### config.mk
export PLATFORM = sky130hd
export DESIGN_NAME = gpio_frame_reader
export DESIGN_NICKNAME = d
export VERILOG_FILES = /design/src/rtl/lbm_readout_pkg.sv /design/src/rtl/readout_out_reg.sv /design/src/rtl/gpio_frame_reader.sv
export SDC_FILE = /design/constraint.sdc
export NUM_CORES = 1
export LEC_CHECK = 0
export BUFFER_PORTS_ARGS = -buffer_cell sky130_fd_sc_hd__buf_2
export CAP_MARGIN = 5
export CORE_MARGIN = 1
export CORE_UTILIZATION = 40
export CTS_CLUSTER_SIZE = 25
export DETAILED_ROUTE_END_ITERATION = 8
export PLACE_DENSITY = 0.69
export SLEW_MARGIN = 20
export SYNTH_ARGS = -nofsm -noshare
export SYNTH_HDL_FRONTEND = slang
export SYNTH_SLANG_ARGS = --single-unit
### constraint.sdc
create_clock -name clk -period 8.55 [get_ports clk]
set_input_delay 1.71 -clock clk [delete_from_list [all_inputs] [get_ports clk]]
set_output_delay 1.71 -clock clk [all_outputs]
set_load 0.03 [all_outputs]
### src/rtl/lbm_readout_pkg.sv
// lbm_readout_pkg: shared states and default sizing for the GPIO frame reader
package lbm_readout_pkg;
  typedef enum logic [2:0] {IDLE, QUIET, DRIVE, SETTLE, CAPTURE, EMIT, DONE} state_t;
  localparam int HOST_TX_BIT       = 15;
  localparam int NUM_PIXELS_DEF    = 2500;
  localparam int IDX_W_DEF         = 15;
  localparam int DATA_W_DEF        = 16;
  localparam int SETTLE_CYCLES_DEF = 2;
endpackage

### src/rtl/readout_out_reg.sv
// readout_out_reg: one-entry valid/ready holding register for a captured sample
module readout_out_reg #(
  parameter int W = 8
) (
  input  logic         clk,
  input  logic         rst,
  input  logic         load,
  input  logic [W-1:0] d,
  input  logic         m_ready,
  output logic         m_valid,
  output logic [W-1:0] q
);
  // valid is set by a load and held until the consumer accepts; data only changes on load
  always_ff @(posedge clk or posedge rst) begin
    if (rst) begin
      m_valid <= 1'b0;
      q       <= '0;
    end else begin
      m_valid <= load | (m_valid & ~m_ready);
      if (load) q <= d;
    end
  end
endmodule

### src/rtl/gpio_frame_reader.sv
// gpio_frame_reader: scans solver pixels over GPIO and streams samples; GPIO_READER_CHECKSUM_EN adds an rho checksum
module gpio_frame_reader
  import lbm_readout_pkg::*;
#(
  parameter int NUM_PIXELS    = NUM_PIXELS_DEF,
  parameter int IDX_W         = IDX_W_DEF,
  parameter int DATA_W        = DATA_W_DEF,
  parameter int SETTLE_CYCLES = SETTLE_CYCLES_DEF
) (
  input  logic              clk,
  input  logic              rst,
  input  logic              start,
  input  logic              in_collision,
  output logic [15:0]       gpio_o,
  input  logic [DATA_W-1:0] gpio_ux,
  input  logic [DATA_W-1:0] gpio_uy,
  input  logic [DATA_W-1:0] gpio_rho,
  input  logic [DATA_W-1:0] gpio_u2,
  output logic              m_valid,
  input  logic              m_ready,
  output logic [IDX_W-1:0]  m_pix,
  output logic [DATA_W-1:0] m_ux,
  output logic [DATA_W-1:0] m_uy,
  output logic [DATA_W-1:0] m_rho,
  output logic [DATA_W-1:0] m_u2,
  output logic              m_last,
  output logic              busy,
  output logic              done,
  output logic [15:0]       frame_cnt,
  output logic [15:0]       checksum
);
  localparam int CW = SETTLE_CYCLES > 1 ? $clog2(SETTLE_CYCLES) : 1;
  localparam int OW = 1 + IDX_W + 4 * DATA_W;
  state_t           state, state_n;
  logic [IDX_W-1:0] idx;
  logic [CW-1:0]    scnt;
  logic             hs, last_pix;
  assign hs       = m_valid & m_ready;
  assign last_pix = idx == IDX_W'(NUM_PIXELS - 1);
  assign busy     = state inside {QUIET, DRIVE, SETTLE, CAPTURE, EMIT};
  assign done     = state == DONE;
  // next-state: collision only gates the start of a pixel, never one already in flight
  always_comb begin
    state_n = state;
    unique case (state)
      IDLE:    state_n = start ? QUIET : IDLE;
      QUIET:   state_n = in_collision ? QUIET : DRIVE;
      DRIVE:   state_n = SETTLE;
      SETTLE:  state_n = scnt == CW'(SETTLE_CYCLES - 1) ? CAPTURE : SETTLE;
      CAPTURE: state_n = EMIT;
      EMIT:    state_n = hs ? (last_pix ? DONE : QUIET) : EMIT;
      DONE:    state_n = IDLE;
      default: state_n = IDLE;
    endcase
  end
  // state, pixel index, settle timer, GPIO drive and frame counter
  always_ff @(posedge clk or posedge rst) begin
    if (rst) begin
      state     <= IDLE;
      idx       <= '0;
      scnt      <= '0;
      gpio_o    <= '0;
      frame_cnt <= '0;
    end else begin
      state     <= state_n;
      scnt      <= state == SETTLE ? scnt + 1'b1 : '0;
      idx       <= (state == EMIT && hs) ? (last_pix ? '0 : idx + 1'b1) : idx;
      gpio_o    <= state == DRIVE ? ((16'd1 << HOST_TX_BIT) | 16'(idx)) : (state_n == DONE ? '0 : gpio_o);
      frame_cnt <= state_n == DONE ? frame_cnt + 16'd1 : frame_cnt;
    end
  end
  readout_out_reg #(.W(OW)) u_out (
    .clk    (clk),
    .rst    (rst),
    .load   (state == CAPTURE),
    .d      ({last_pix, idx, gpio_ux, gpio_uy, gpio_rho, gpio_u2}),
    .m_ready(m_ready),
    .m_valid(m_valid),
    .q      ({m_last, m_pix, m_ux, m_uy, m_rho, m_u2})
  );
`ifdef GPIO_READER_CHECKSUM_EN
  logic [15:0] sum;
  assign checksum = sum;
  // wrapping rho sum over accepted samples, cleared when a frame is started
  always_ff @(posedge clk or posedge rst) begin
    if (rst) sum <= '0;
    else if (state == IDLE && start) sum <= '0;
    else if (hs) sum <= sum + 16'(m_rho);
  end
`else
  assign checksum = '0;
`endif
endmodule

# Yosys cells after proc, flatten, opt, wreduce, memory -nomap -nowiden

Index checks and enable logic that the tools add are counted.
Widths: inputs -> output; s select.

Bits in registers: 132
Input port bits: 69
Output and inout bits: 131
Logic and storage cells: 36

Add/sub/neg operators: 3
Equality and inequality tests: 8
Multiplexer cells: 10
Bitwise operators: 4
Reduce and logical (&&, ||, !) cells: 4

Operators with widths:

| cell                  | count |
|---|---|
| $mux 16               | 2 |
| $pmux 3 s6            | 1 |
| $add 16x1->16 const B | 1 |
| $add 15x1->15 const B | 1 |
| $eq 15x12->1 const B  | 1 |
| $mux 15               | 1 |
| $eq 3x3->1 const B    | 4 |
| $mux 3                | 3 |
| $eq 3x2->1 const B    | 2 |
| $reduce_bool 5->1     | 1 |
| $eq 3x1->1 const B    | 1 |
| $logic_not 3->1       | 1 |
| $and 1x1->1           | 2 |
| $mux 1                | 2 |
| $mux 2                | 1 |
| $reduce_bool 2->1     | 1 |
| $add 1x1->1 const B   | 1 |
| $logic_and 1x1->1     | 1 |
| $not 1->1             | 1 |
| $or 1x1->1            | 1 |

# Longest topological paths before layout

Depth after elaboration: 7
Gate-level depth with buffers: 7
Depth with buffers taken out: 5

# Modules after synthesis

Synthesis repeated with hierarchy kept, for this count alone.

Cells, all modules: 422
Area total of the unflattened synthesis: 6050.8 um^2

By module, submodules not included:

| module            | instances | cells each | area an instance (um^2) | seq. area each (um^2) |
|---|---|---|---|---|
| readout_out_reg   | 1         | 173        | 3410.8                  | 2026.9 |
| gpio_frame_reader | 1         | 249        | 2640.0                  | 1276.2 |

# Worst setup path before layout

No wires, ideal clock.

Path kind: input to register
Start point: in m_ready
End point: reg frame_cnt[1]
Library setup time: 127 ps
Arrival: 2822 ps
Required time: 8423 ps
Slack: 5601 ps
Stages: 5
Cells stage by stage: nand2_1 > nor2_1 > and2_1 > buf_4 > mux2_1

Longest elaborated chain between the ends: 4

RTL lines:

| item                 | line                    | source |
|---|---|---|
| from (decl)          | gpio_frame_reader.sv:20 | `input logic m_ready,` |
| $and 1x1->1          | gpio_frame_reader.sv:38 | `assign hs = m_valid & m_ready;` |
| $mux 3               | gpio_frame_reader.sv:51 | `EMIT: state_n = hs ? (last_pix ? DONE : QUIET) : EMIT;` |
| $pmux 3 s6           | gpio_frame_reader.sv:45 | `unique case (state)` |
| $eq 3x3->1           | gpio_frame_reader.sv:69 | `frame_cnt <= state_n == DONE ? frame_cnt + 16'd1 : frame_cnt;` |
| to (signal assigned) | gpio_frame_reader.sv:69 |  |
| to (decl)            | gpio_frame_reader.sv:29 | `output logic [15:0] frame_cnt,` |

Every way passes these cells.
A chain may end at the register's enable or synchronous reset.

# Final worst setup path

Same ends and word-level chain as after synthesis.

==> results.ini <==
[run_status]
outcome=finished clean

[logic_synthesis]
synth-compound-area-share_pct=3.341
yosys_warnings=0
synthAdderAreaFrac_pct=0.4577
synth_xor_xnor_area_share_pct=4.005
postSynth.asyncResetShare_pct=100.0
synth_simple_gate_area_share_pct=10.57
mappedNetlistArea_sq_mm=0.005468
synthMuxAreaShare_pct=16.86
synthesis.area_per_instance_sq_um=12.99
synth_cell_types=43
postSynthRegisterBits=132
synth-edff-count=0
post_synth_inst_count=421
sequential_area_share_after_synthesis_pct=60.41
ys_dominant_reg_cell=dfrtp_1
largest_family_of_logic_cells_by_synthesized_area=multiplexers

[sta]
skew_ns=0.005976
maxClockFrequency_mhz=305.7
max_slew.worst_pin.slew_ns=1.009
final_critical_delay_including_setup_and_external_delays_ns=3.272
final_max_slew_viol_count=0
rsz0062_at_grt=false
max_slew_margin_pct=32.73
fin_tns_setup_ns=0
final_hold_viol_count=0
setup_viol=0
final_period_util_pct=38.26

[worst_setup_path]
worst_ep_required_time_ns=8.84
worst-path-max-fanout=19
crit_path_end_kind=flop
crit-reg2reg-launch=state[0]
cpPeakStageDelay_ns=0.63
critical_path.startpoint_type=input port
crit_path_top_delay_cell=and2_1
critPathLaunch=m_ready
timing.critical_path.arrival_ns=3.56
worst-r2r-setup-slack_ns=5.83
ws_path_type=in -> reg
crit_chain=buf_2 -> nand2_1 -> nor2_1 -> and2_1 -> mux2_1

[clock_tree]
clockBufferDepth=2
numCtsBuffers=17
cts_hold_repair.buffers=0
clk_pin_slew_worst_paths_ns=0.06
maximum_level_of_the_cts_h_tree=4
cts.root.buffer_cell=clkbuf_16
post_cts_resized=0
cts_num_sinks=132
clock_latency_ns=0.41
cts_setup_buffers=0
clock_tree_from_tritoncts=yes

[power]
cell_internal_pwr_mw=1.676
share_clk_of_total_power_pct=36.3
power_density_mw_per_mm2=346.0
swShare_pct=33.06
switching_power_mw=0.8280
p_seq_share_pct=34.7
peakVddDrop_mv=0.2142
leakagePower_nw=3.702
combPwrFrac_pct=29.0
report.power.total_mw=2.504

[detailed_routing]
vias=3821
drt_pass1_iterations=4
wire_per_inst_um=14.52
vias_per_cell=4.800
post-route-drc-count=0
routed_wl_um=11560
dr.first_iter.drc_count=213
ant_nets=0

[placement]
hpwl_um=8069
place.gp.congestion=0.7850
portBuffers=183

[floorplan]
design.portCount=200
die_footprint_sq_mm=0.01414
chipWidth_um=118.9
fp.dieH_um=118.9
rows=42
std_cell_core_area_sq_mm=0.01330
initial_utilization_pct=41.13

[job]
cap_violations=0

[global_routing]
met1_usage_pct=22.55
grt_start_max_net_pins=81
globalRouteMet3Util_pct=5.172
grt_use_total_pct=17.08
grt_pass1_wl_um=18970
grt_util_met2_pct=26.57
top_usage_layer_grt=met2
global_route_total_overflow=0
first_global_vias=3810
antenna_found_initial=0

[finish]
drive_above_1_share_pct=49.52
antenna-diode-count=0
final_common_cell=buf_2
areaGrowthSynthToFinish_pct=32.38
fill_cells=1133
final_cell_mix=buf_2 (183), dfrtp_1 (132), mux2_2 (80), nand2_1 (41), xnor2_1 (23)
finalNetCount=678

[min_path]
min-delay-start=frame_cnt[15]
worst_hold_path_type=reg -> reg

path summary, 6_finish.rpt:
path	cells after the start	to
worst max-delay path	5	frame_cnt[1]
worst min-delay path	1	frame_cnt[15]
worst max register to register	4	frame_cnt[1]
worst min register to register	1	frame_cnt[15]
max in group asynchronous	3	u_out.q[65]
min in group asynchronous	2	u_out.q[58]
critical path, delay by kind of cell:
family / cells / cell delay (ns)
buf+inv: 1 / 0.11
mux: 1 / 0.38
simple gates: 3 / 1.35
flip-flops by register name, summed over array words and instances, names as in the netlist:
signal	flops
state	3
frame_cnt	16
scnt	1
u_out.q	80
idx	15
gpio_o	16
u_out.m_valid	1
per-stage QoR:
stage,utilization [%],setup slack (ns),instances,cell area (sq um),hold WS (ns)
floorplan,-,3.314,436,5524,0.4393
global placement,48.75,5.013,763,6481,0.4612
detailed placement,48.75,4.886,763,6481,0.4598
CTS,54.34,5.276,795,7224,0.4734
global route,54.44,5.085,796,7238,0.5068
finish,54.44,5.278,796,7238,0.4689
cells by family (layout without fill, tap and decap cells):
group,count (synthesis),in the layout
fa+ha+maj,2,2
other cells,1,16
simple gates,107,107
buf+inv,41,225
xor+xnor,25,25
compound gates,31,31
mux,82,82
flops,132,132
synthesized netlist by cell type, types with 2 or more instances:
master    count  share of area [%]
a21o_1        3               0.41
a21oi_1       2               0.18
a31o_2        2               0.32
and2_1        3               0.34
and3_1        6               0.69
and4_1        3               0.48
buf_4        19                2.6
clkbuf_1     14               0.96
dfrtp_1     132                 60
ha_1          2               0.46
inv_1         6               0.41
mux2_2       80                 16
nand2_1      41                2.8
nand3_1      12                1.1
nand3b_1      2               0.27
nand4_1      10                1.1
nor2_1        7               0.48
nor3_1        4               0.37
nor3b_1       2               0.27
nor4_1        5               0.57
o21ai_0      12                1.1
o21ai_1       6               0.55
o22ai_1       3               0.34
or3_1         2               0.23
or4_1         2               0.27
xnor2_1      23                3.7
xor2_1        2               0.32
final cells by class:
type,instances,area [sq um],area share [%]
multi-input combinational,263,1994,27.55
timing repair buffer,187,952.2,13.15
inverter,6,25.02,0.3457
clock inverter,14,304.0,4.201
clock buffer,18,439.2,6.067
tap,176,220.2,3.042
sequential,132,3303,45.64
power groups by stage:
| stage | Sequential [mW] | Combinational, mW | Clock, mW |
|---|---|---|---|
| after detailed placement | 0.879 | 0.734 | 0 |
| after floorplan | 1.15 | 0.250 | 0 |
| after CTS | 0.872 | 0.734 | 0.921 |
| after global routing | 0.893 | 0.767 | 0.954 |
| after global placement | 0.871 | 0.721 | 0 |
| final | 0.870 | 0.725 | 0.909 |
routing by layer:
layer / wire length, um / vias up
met3: 676 / 17
li1: - / 1819
met1: 5152 / 1855
met4: 184 / 0
met2: 5542 / 130
met5: 0 / -
(Power assumes the default switching activity.)
